File: config.mk
export PLATFORM = sky130hd
export DESIGN_NAME = countdown_timer
export DESIGN_NICKNAME = d
export VERILOG_FILES = /design/src/rtl/countdown_timer.sv
export SDC_FILE = /design/constraint.sdc
export NUM_CORES = 1
export LEC_CHECK = 0
export ABC_AREA = 1
export BUFFER_PORTS_ARGS = -buffer_cell sky130_fd_sc_hd__buf_2
export CAP_MARGIN = 30
export CORE_MARGIN = 2
export CORE_UTILIZATION = 45
export DETAILED_ROUTE_END_ITERATION = 6
export PLACE_DENSITY = 0.69
export SYNTH_ARGS = -nofsm -noshare
export SYNTH_HDL_FRONTEND = slang
export SYNTH_SLANG_ARGS = --single-unit
File: constraint.sdc
create_clock -name clk -period 1.49 [get_ports clk]
set_clock_uncertainty 0.05 [all_clocks]
set_input_delay 0.149 -clock clk [delete_from_list [all_inputs] [get_ports clk]]
set_output_delay 0.149 -clock clk [all_outputs]
set_load 0.01 [all_outputs]
File: src/rtl/countdown_timer.sv
// countdown_timer: loadable down-counter with one-cycle expiry tick and a
// sticky done flag. With auto_reload set it reloads on expiry and keeps
// running, which makes it a periodic tick generator.
//
// The count only decrements while in RUN, and RUN is only entered with a
// non-zero count, so the count can never wrap below zero.
module countdown_timer #(
  parameter int WIDTH = 4
) (
  input  logic             clk,
  input  logic             rst_n,       // active-high synchronous reset
  input  logic             enable,
  input  logic             load,
  input  logic [WIDTH-1:0] load_value,
  input  logic             auto_reload,
  output logic [WIDTH-1:0] count,
  output logic             running,
  output logic             done,
  output logic             tick
);

  typedef enum logic [1:0] {
    IDLE    = 2'd0,
    RUN     = 2'd1,
    EXPIRED = 2'd2
  } state_t;

  localparam logic [WIDTH-1:0] ONE  = WIDTH'(1);
  localparam logic [WIDTH-1:0] ZERO = '0;

  state_t           state;
  logic [WIDTH-1:0] reload_reg;

  // Timer FSM: reset, then load, then per-state counting; outputs registered.
  // running is updated together with state so it always equals (state == RUN).
  always_ff @(posedge clk) begin
    if (rst_n) begin
      state      <= IDLE;
      count      <= ZERO;
      reload_reg <= ZERO;
      running    <= 1'b0;
      done       <= 1'b0;
      tick       <= 1'b0;
    end else begin
      // tick is a single-cycle pulse unless re-asserted below
      tick <= 1'b0;
      if (load) begin
        // load beats any terminal decrement in the same cycle
        count      <= load_value;
        reload_reg <= load_value;
        done       <= 1'b0;
        if (load_value != ZERO) begin
          state   <= RUN;
          running <= 1'b1;
        end else begin
          state   <= IDLE;
          running <= 1'b0;
        end
      end else begin
        case (state)
          RUN: begin
            if (enable) begin
              if (count == ONE) begin
                tick <= 1'b1;
                done <= 1'b1;
                if (auto_reload) begin
                  count <= reload_reg;
                end else begin
                  count   <= ZERO;
                  state   <= EXPIRED;
                  running <= 1'b0;
                end
              end else begin
                count <= count - ONE;
              end
            end
          end
          // IDLE and EXPIRED hold everything until load or reset
          default: ;
        endcase
      end
    end
  end

endmodule

==> key figures <==
Synth
  – Post-synth net total: 107
  – EDFF count, synth: 0
  – Most frequent cell after synthesis: nand2_1
  – Yosys reg bits: 12
  – Ys Warns: 0
  – Part of the Yosys area used for sequential elements: 35.9%
  – Post-Synthesis Cells: 96
  – Top cells by area, synth: dfxtp_1 36%, nand2_1 17%, a21oi_1 9.7%
  – Asr flop ratio synth: 0%
  – Leading area contributor after synthesis: dfxtp_1
  – Distinct cells, synth: 18
  – Yosys top cell area share: 35.9%
  – Synthesized area: 669 sq um
  – Top post-synthesis cells by count: 31 x nand2_1, 13 x a21oi_1, 12 x dfxtp_1
  – Primary FF master, synth: dfxtp_1
  – Avg Cell Area, Syn: 6.97 sq um

Setup path
  – CP delay by family, top: flip-flops
  – Critical path cell sequence: inv_1, ha_1, nand2_2, inv_2, nand2_1, nand3_1, a21oi_2
  – Critical path endpoint category: flop
  – Critical Path Source Type: flop
  – Reg-to-reg startpoint: count[1]
  – Req. time, crit path: 1.67 ns
  – CP max stage cell: dfxtp_1
  – WS Path Type: flop to flop
  – CP max FO: 5
  – Slowest Stage Delay on Critical Path: 0.38 ns
  – Arrival time of the worst setup path: 1.39 ns
  – Buffers and inverters on the worst path: 2
  – Critical Path Start: count[1]

Final layout
  – Area Growth Syn to Fin: 14.8%
  – Diodes inserted: 0
  – # nets final: 125
  – Share of layout cells above drive strength 1: 26.5%
  – Final Cell Area: 768 sq um

Die
  – Starting density of the core: 49.6%
  – Io pins: 16
  – Core area: 0.00135 sq mm
  – Die Height: 42.6 um
  – Site row count: 13
  – Die Width: 42.6 um
  – Die area: 0.00181 sq mm

STA
  – Fin. Hold Viols: 0
  – Final cycle utilization of the critical path: 81.0%
  – Setup tns final: 0 ns
  – Worst-Margin Slew: 0.202 ns
  – # setup viols final: 0
  – RSZ-0062 raised after global routing: false
  – Period minus WS final: 1.21 ns
  – Slew HR: 86.5%
  – Achievable frequency: 828 MHz
  – Max Transition Viols Final: 0

GRT
  – Largest net degree at the start of global routing: 12
  – Total gr overflow: 0
  – Global-route usage over all layers: 17.2%
  – Vias in the first global route: 561
  – First-pass GRT wire length: 2250 um
  – Antenna violations before repair: 0

Clock network
  – H-tree depth: 1
  – Post-CTS Setup Inserts: 0
  – Root Buffer: clkbuf_4
  – Post-cts sizing count: 0
  – Worst-Skew Late Latency: 0.29 ns
  – Reg clk slew, reported paths: 0.08 ns
  – Inserted Clock Buffers: 3
  – CTS tree: done
  – Post-CTS Hold Buffers: 0
  – CTS Buffer Depth: 2
  – Clock sink count: 12

Power and ir drop
  – Total leakage power: 0.361 nW
  – Power Density: 983 mW/mm^2
  – Peak supply drop: 650 uV

Detailed routing
  – Post-DRT Antenna Nets: 0
  – DR iter-0 viols: 22
  – Routed wire length: 1320 um
  – Detailed-route via count: 658
  – Wire per inst: 10.3 um
  – DR pass1 iterations: 4
  – Via/cell ratio: 5.14
  – Residual DRC count: 0

Status
  – Status: finished, final reports clean

Place
  – Final Wtd Congestion: 0.793
  – Placed cell area: 732 sq um
  – IO Port Bufs: 15
  – HPWL Detailed: 1040 um

Min path
  – HP Class: input pin to flop
  – Hold Path Origin: rst_n

Flow run
  – Max_cap viols: 0
[cell usage in the layout, fill, tap and decap left out]
| master | n |
|---|---|
| a21oi_1 | 13 |
| a21oi_2 | 1 |
| buf_2 | 15 |
| clkbuf_4 | 3 |
| clkbuf_8 | 1 |
| dfxtp_1 | 12 |
| ha_1 | 2 |
| inv_1 | 9 |
| inv_2 | 2 |
| inv_4 | 1 |
| nand2_1 | 31 |
| nand2_2 | 2 |
| nand3_1 | 7 |
| nand3_2 | 2 |
| nand3_4 | 1 |
| nor2_1 | 6 |
| nor2_2 | 2 |
| nor3_1 | 1 |
| o21ai_0 | 2 |
[path summary, 6_finish.rpt]
check	cells after the start	end	slack (ns)
max	7	count[1]	0.28
min	2	count[1]	0.06
min reg2reg	2	done	0.40
max reg2reg	7	count[1]	0.28
[area by class of cell]
class,count,area [sq um]
clock buffers,4,36.3
fillers,148,582
inverters,12,47.5
multi-input cells,70,350
flip-flops and latches,12,240
well taps,15,18.8
repair buffers,15,75.1
[layer usage]
layer | routed length, um | vias to the layer above | track usage (%) | share of wire, %
li1 | - | 343 | - | -
met1 | 568 | 286 | 20.4 | 43
met2 | 617 | 25 | 25.5 | 47
met3 | 94 | 4 | 6.47 | 7.1
met4 | 38 | 0 | 11.3 | 2.9
met5 | 0 | - | 0 | 0
[per-stage QoR]
step / std cells / utilization (%) / setup WS, ns / hold slack, ns / power [mW]
final: 128 / 56.9 / 0.283 / 0.0579 / 0.755
after global routing: 128 / 56.9 / 0.142 / 0.0599 / 0.803
after CTS: 128 / 56.9 / 0.267 / 0.0512 / 0.767
after detailed placement: 124 / 54.2 / 0.286 / 0.362 / 0.499
after global placement: 124 / 54.2 / 0.330 / 0.356 / 0.498
after floorplan: 96 / - / 0.309 / 0.161 / 0.462
[report_power, final]
group / total, mW / internal, mW / switching [mW]
registers: 0.356 / 0.338 / 0.0177
clock network: 0.264 / 0.149 / 0.115
logic: 0.135 / 0.0539 / 0.0816
total: 0.755 / 0.541 / 0.214
[worst reg2reg max path, cell delays in order (launching register included)]
cell	delay, ns
dfxtp_1	0.38
inv_1	0.08
ha_1	0.21
nand2_2	0.11
inv_2	0.07
nand2_1	0.06
nand3_1	0.08
a21oi_2	0.11
[kinds of logic after synthesis]
group,synth area share (%)
flip-flops,35.9
AO/OA/AOI/OAI,12.5
adder cells (fa/ha/maj),3.74
buffers and inverters,11.8
AND/OR/NAND/NOR,36.1
Note: power is estimated with default switching activity, not from simulation.
